<file path="config.mk">
export PLATFORM = sky130hd
export DESIGN_NAME = watchdog_timer
export DESIGN_NICKNAME = d
export VERILOG_FILES = /design/src/rtl/watchdog_timer_pkg.sv /design/src/rtl/watchdog_timer.sv
export SDC_FILE = /design/constraint.sdc
export NUM_CORES = 1
export LEC_CHECK = 0
export BUFFER_PORTS_ARGS = -buffer_cell sky130_fd_sc_hd__buf_4
export CORE_UTILIZATION = 49
export DETAILED_ROUTE_END_ITERATION = 10
export PLACE_DENSITY_LB_ADDON = 0.2
export SYNTH_ARGS = -nofsm -noshare
export SYNTH_HDL_FRONTEND = slang
export SYNTH_SLANG_ARGS = --single-unit
</file>
<file path="constraint.sdc">
create_clock -name clk -period 1.6 [get_ports clk]
set_input_delay 0 -clock clk [delete_from_list [all_inputs] [get_ports clk]]
set_output_delay 0 -clock clk [all_outputs]
set_load 0.01 [all_outputs]
</file>
<file path="src/rtl/watchdog_timer_pkg.sv">
// Shared CSR map, CTRL/STATUS bit positions and KICK magic for the watchdog.
// Used by watchdog_timer, which also honours the WATCHDOG_PRETIMEOUT_EN build macro.
package watchdog_timer_pkg;

  localparam logic [4:0] ADDR_CTRL       = 5'h0;
  localparam logic [4:0] ADDR_TIMEOUT    = 5'h1;
  localparam logic [4:0] ADDR_KICK       = 5'h2;
  localparam logic [4:0] ADDR_COUNT      = 5'h3;
  localparam logic [4:0] ADDR_STATUS     = 5'h4;
  localparam logic [4:0] ADDR_PRETIMEOUT = 5'h5;

  localparam int CTRL_EN     = 0;
  localparam int CTRL_LOCK   = 1;
  localparam int CTRL_OE     = 2;
  localparam int CTRL_FRM    = 3;
  localparam int CTRL_IRQ_EN = 6;

  localparam int STATUS_TIMEOUT = 0;
  localparam int STATUS_PRETO   = 1;

  // Implemented CTRL bits; everything else reads as zero.
  localparam logic [7:0] CTRL_WMASK = 8'h4F;
  localparam logic [7:0] KICK_MAGIC = 8'h6B;

endpackage

</file>
<file path="src/rtl/watchdog_timer.sv">
// Board-management watchdog: CSR-programmed 8-bit down-counter driving reset/recovery/irq.
// Build macro WATCHDOG_PRETIMEOUT_EN adds the PRETIMEOUT register and STATUS.PRETO flag.
module watchdog_timer
  import watchdog_timer_pkg::*;
#(
  parameter logic [7:0] DEFAULT_TIMEOUT = 8'h3
) (
  input  logic       clk,
  input  logic       rst,
  input  logic       ce,
  input  logic [4:0] csr_a,
  input  logic [7:0] csr_di,
  input  logic       csr_we,
  output logic [7:0] csr_do,
  output logic       wdt_out,
  output logic       force_recovery_mode,
  output logic       irq
);

  logic [7:0] r_ctrl;
  logic [7:0] r_timeout;
  logic [7:0] r_count;
  logic       r_flag_to;
  logic       r_wdt_out;
  logic       r_frm_out;
  logic       r_irq;

  logic [7:0] w_ctrl_next;
  logic [7:0] w_count_next;
  logic       w_set_to;
  logic       w_set_pre;
  logic       w_preto;
  logic       w_tick;
  logic       w_reload;

  logic w_wr_ctrl, w_wr_timeout, w_wr_status;
  assign w_wr_ctrl    = csr_we && (csr_a == ADDR_CTRL);
  assign w_wr_timeout = csr_we && (csr_a == ADDR_TIMEOUT);
  assign w_wr_status  = csr_we && (csr_a == ADDR_STATUS);

  // NOTE: every signal assigned in always_comb gets a default first so no latch is inferred.
  always_comb begin
    w_ctrl_next = r_ctrl;
    if (w_wr_ctrl) begin
      w_ctrl_next = csr_di & CTRL_WMASK;
      if (r_ctrl[CTRL_LOCK]) begin
        w_ctrl_next[CTRL_EN]   = 1'b1;
        w_ctrl_next[CTRL_LOCK] = 1'b1;
      end
    end
  end

  // Counting uses the post-write EN so clearing EN on a tick cycle freezes the counter.
  assign w_reload = (csr_we && (csr_a == ADDR_KICK) && (csr_di == KICK_MAGIC))
                  || (!r_ctrl[CTRL_EN] && w_ctrl_next[CTRL_EN]);
  assign w_tick   = ce && r_ctrl[CTRL_EN] && w_ctrl_next[CTRL_EN];

  always_comb begin
    w_count_next = r_count;
    w_set_to     = 1'b0;
    if (w_reload) begin
      w_count_next = r_timeout;
    end else if (w_tick) begin
      if (r_count != 8'd0) begin
        w_count_next = r_count - 8'd1;
        w_set_to     = (r_count == 8'd1);
      end else begin
        w_set_to = (r_timeout == 8'd0);
      end
    end
  end

`ifdef WATCHDOG_PRETIMEOUT_EN
  logic [7:0] r_pretimeout;
  logic       r_preto;

  assign w_set_pre = !w_reload && w_tick && (r_count != 8'd0)
                   && (r_pretimeout != 8'd0) && ((r_count - 8'd1) == r_pretimeout);

  always_ff @(posedge clk or negedge rst) begin
    if (!rst) begin
      r_pretimeout <= 8'h00;
      r_preto      <= 1'b0;
    end else begin
      if (csr_we && (csr_a == ADDR_PRETIMEOUT)) r_pretimeout <= csr_di;
      r_preto <= w_set_pre || (r_preto && !(w_wr_status && csr_di[STATUS_PRETO]));
    end
  end

  assign w_preto = r_preto;
`else
  assign w_set_pre = 1'b0;
  assign w_preto   = w_set_pre;
`endif

  // NOTE: sequential state uses non-blocking assignments so every register samples pre-edge values.
  always_ff @(posedge clk or negedge rst) begin
    if (!rst) begin
      r_ctrl    <= 8'h00;
      r_timeout <= DEFAULT_TIMEOUT;
      r_count   <= DEFAULT_TIMEOUT;
      r_flag_to <= 1'b0;
      r_wdt_out <= 1'b0;
      r_frm_out <= 1'b0;
      r_irq     <= 1'b0;
    end else begin
      r_ctrl    <= w_ctrl_next;
      r_count   <= w_count_next;
      if (w_wr_timeout) r_timeout <= csr_di;
      // A fresh expiry beats a simultaneous write-1-to-clear.
      r_flag_to <= w_set_to || (r_flag_to && !(w_wr_status && csr_di[STATUS_TIMEOUT]));
      r_wdt_out <= r_flag_to && r_ctrl[CTRL_OE];
      r_frm_out <= r_flag_to && r_ctrl[CTRL_FRM];
      r_irq     <= (r_flag_to || w_preto) && r_ctrl[CTRL_IRQ_EN];
    end
  end

  always_comb begin
    csr_do = 8'h00;
    case (csr_a)
      ADDR_CTRL:       csr_do = r_ctrl;
      ADDR_TIMEOUT:    csr_do = r_timeout;
      ADDR_COUNT:      csr_do = r_count;
      ADDR_STATUS:     csr_do = {6'b0, w_preto, r_flag_to};
`ifdef WATCHDOG_PRETIMEOUT_EN
      ADDR_PRETIMEOUT: csr_do = r_pretimeout;
`endif
      default:         csr_do = 8'h00;
    endcase
  end

  assign wdt_out             = r_wdt_out;
  assign force_recovery_mode = r_frm_out;
  assign irq                 = r_irq;

endmodule

</file>
==> results.md <==
* P_int at between 1500 and 2000 uW
* Cells on worst reg2reg path at 5
* Post-Synth XOR/XNOR Area at 0%
* Hold crit path type: in2async
* Post-route DRC violation count at 6
* First-pass GRT wire length at 7060 um
* Via density at between 6 and 7
* Syn Inst Count at 145
* Layout Nets at around 230
* Synth Cell Area at about 0.0015 mm^2
* Worst-Skew Late Latency at approximately 0.34 ns
* FFs w/ async S/R, synth at between 90% and 100%
* Setup crit start kind: flip-flop
* NetSw at ~910 uW
* N_diodes at 0
* Critical path arrival at between 1.5 and 2 ns
* Synth Warn # at 0
* Pre-CTS WS at -0.154 ns
* Root Driver: clkbuf_4
* Number of max-cap violations at 0
* Crit. End Element: flip-flop
* P per Cell Area at roughly 1200 mW/mm^2
* Die height at 56.7 um
* Sequential share of the synthesized area at a little over two fifths
* WL per Instance at approximately 17 um
* Worst IR Drop VDD at ~0.0008 V
* Antenna-violating nets left at 0
* FMAX at a little over 600 MHz
* Failing checks: DRC, setup timing
* Die Area at between 0.003 and 0.004 mm^2
* Total congestion overflow at 0
* Most common flop cell mapped by yosys: dfrtp_1
* Fin. Hold Viols at 0
* Layout cells sized above 1 at 44.3%
* Status: complete, but fails checks
* CTS tree: done
* Most frequent cells after synthesis: dfrtp_1 (21), mux2_2 (11), o21ai_0 (9), a21oi_1 (8), nand2_1 (8)
* Starting Density at around 52%
* Synth Area in Compound Gates at roughly a fifth
* Final min period at 1.63 ns
* Largest net degree at the start of global routing at 26
* Number of synthesized flops with an enable pin at 0
* DRT Pass-1 Iters at 7
* Syn Area/Cell at 10.1 um^2
* Slew Limit Fails at 0
* CP Max Fanout at 7
* Synth Area in Adders at between 2 and 3%
* Die W at roughly 57 um
* Critical Path RT at 1.86 ns
* Simple-Gate Fraction of Synth Area at between 20% and 30%
* Clock Power Share at 12.3%
* Core Area at between 0.002 and 0.003 mm^2
* # setup viols final at 2
* Comb pwr share at 45.4%
* Max H-tree Level at 1
* Initial antenna violation count at 0
* Switching share of total power at 36.9%
* Sequential share of power at 42.3%
* Initial DRC count at just under 90
* Dpl hpwl at about 3100 um
* Top-count cell post-synth: dfrtp_1
* Skew final at between 0.005 and 0.006 ns
* Period utilization at 102%
* #FFs+latches synth at 25
* Slew headroom at a little under two thirds
* Setup ws final at -0.0349 ns
* Post-synth top area cell: dfrtp_1
* CTS clk-pin slew, worst paths at roughly 0.14 ns
* GRT Overall Usage at 29.1%
* Syn_nets at roughly 170
* Overall power consumption at ~2500 uW
* Critical path class: reg2reg
* Clock sink total at 25
* Ports at 28
* Hold_ws at slightly below 0.08 ns
* Routed WL at between 4000 and 5000 um
* Multiplexer share of the synthesized area at 11.9%
* Vias in the first global route at around 1500
* Max Root-Sink Buffers at 2
* Worst slew pin tran at between 0.5 and 0.6 ns
* Main combinational cell family by area after synthesis: simple AND/OR/NAND/NOR gates
* Rows at 19
* Port buffer count at 27
* Top post-synthesis cells by area: dfrtp_1 (36%), mux2_2 (8.5%), dfstp_2 (7.2%), mux2i_1 (3.4%), o21ai_0 (3.1%)
* Synth top area share at a little over a third
* Vias at roughly 1500
* Total leakage power at 0.000959 uW
* RSZ-0062 raised after global routing: true
* Setup_tns at -0.0615 ns
* Post-synth cell types at 38
* GP Congestion at roughly 0.96
* Area added between synthesis and finish at 44.4%
* Total CTS buffers at 3
power by group through the flow:
| stage | clock network, uW | registers [uW] | logic (uW) |
|---|---|---|---|
| 2_1_floorplan | 0 | 1020 | 463 |
| 5_1_grt | 324 | 1060 | 1220 |
| 3_5_place_dp | 0 | 1030 | 944 |
| 6_report | 303 | 1040 | 1120 |
| 3_3_place_gp | 0 | 1020 | 913 |
| 4_1_cts | 309 | 1020 | 1010 |
worst paths after layout:
path | endpoint | slack, ns | from
hold reg to reg | irq | 0.54 | r_ctrl[6]
setup / recovery | r_count[5] | -0.03 | r_count[1]
min in group clk | r_flag_to | 0.13 | csr_a[3]
max in group asynchronous | r_count[1] | 1.23 | rst
hold / removal | r_count[7] | 0.08 | rst
setup reg to reg | r_count[5] | -0.03 | r_count[1]
kinds of logic after synthesis:
family | after synthesis
fa+ha+maj | 3
compound gates | 40
mux | 16
flops | 25
buf+inv | 9
simple gates | 52
through the flow:
step	utilization, %	std cells	area [um^2]
floorplan	-	145	1490
global placement	68.2	226	1910
detailed placement	68.2	226	1910
CTS	73.5	242	2060
global route	75.3	243	2110
finish	75.3	243	2110
flip-flops by register name, indices dropped and copies added, names as in the netlist:
register             count
r_flag_to                1
irq                      1
force_recovery_mode      1
r_timeout                8
r_count                  8
r_ctrl                   5
wdt_out                  1
worst max-delay path: stages (launching register included):
cell     delay [ns]
dfstp_2        0.61
inv_2          0.07
ha_4           0.16
and3_4         0.16
or4_4          0.41
a31oi_1        0.16
placed cells by master, fill, tap and decap left out, types with 3 or more instances in the layout:
cell           synthesis  final
mux2_2                11     11
mux2i_1                5      5
dlygate4sd3_1          0      9
dfstp_2                4      4
and3_1                 4      3
and2_1                 4      4
a21oi_1                8      8
clkbuf_4               0      3
a22o_1                 4      4
a31oi_1                7      7
nor2_1                 7      7
nand3_1                6      6
dfrtp_1               21     21
nand2_1                8      8
buf_4                  0     60
or4_1                  5      3
o21ai_0                9      8
routing by layer:
layer	track usage, %	part of all wire [%]
met5	0	0
met4	14.6	2.6
met3	3.46	6.5
met2	47.6	49
met1	37.9	41
what timing repair did:
action | CTS | global route
hold buffers | 9 | 0
resized for setup | 2 | 9
pin swaps | 3 | 4
endpoints found under the hold margin | 37 | 0
setup endpoints to repair | 4 | 7
setup buffers | 3 | 1
layout make-up:
type | count | area, um^2
clock buffer | 3 | 22.5
clock inverter | 1 | 7.51
fill | 209 | 692
inverter | 3 | 11.3
multi-input combinational | 111 | 862
sequential | 25 | 631
tap | 31 | 38.8
timing repair buffer | 69 | 541
(Power assumes the default switching activity.)
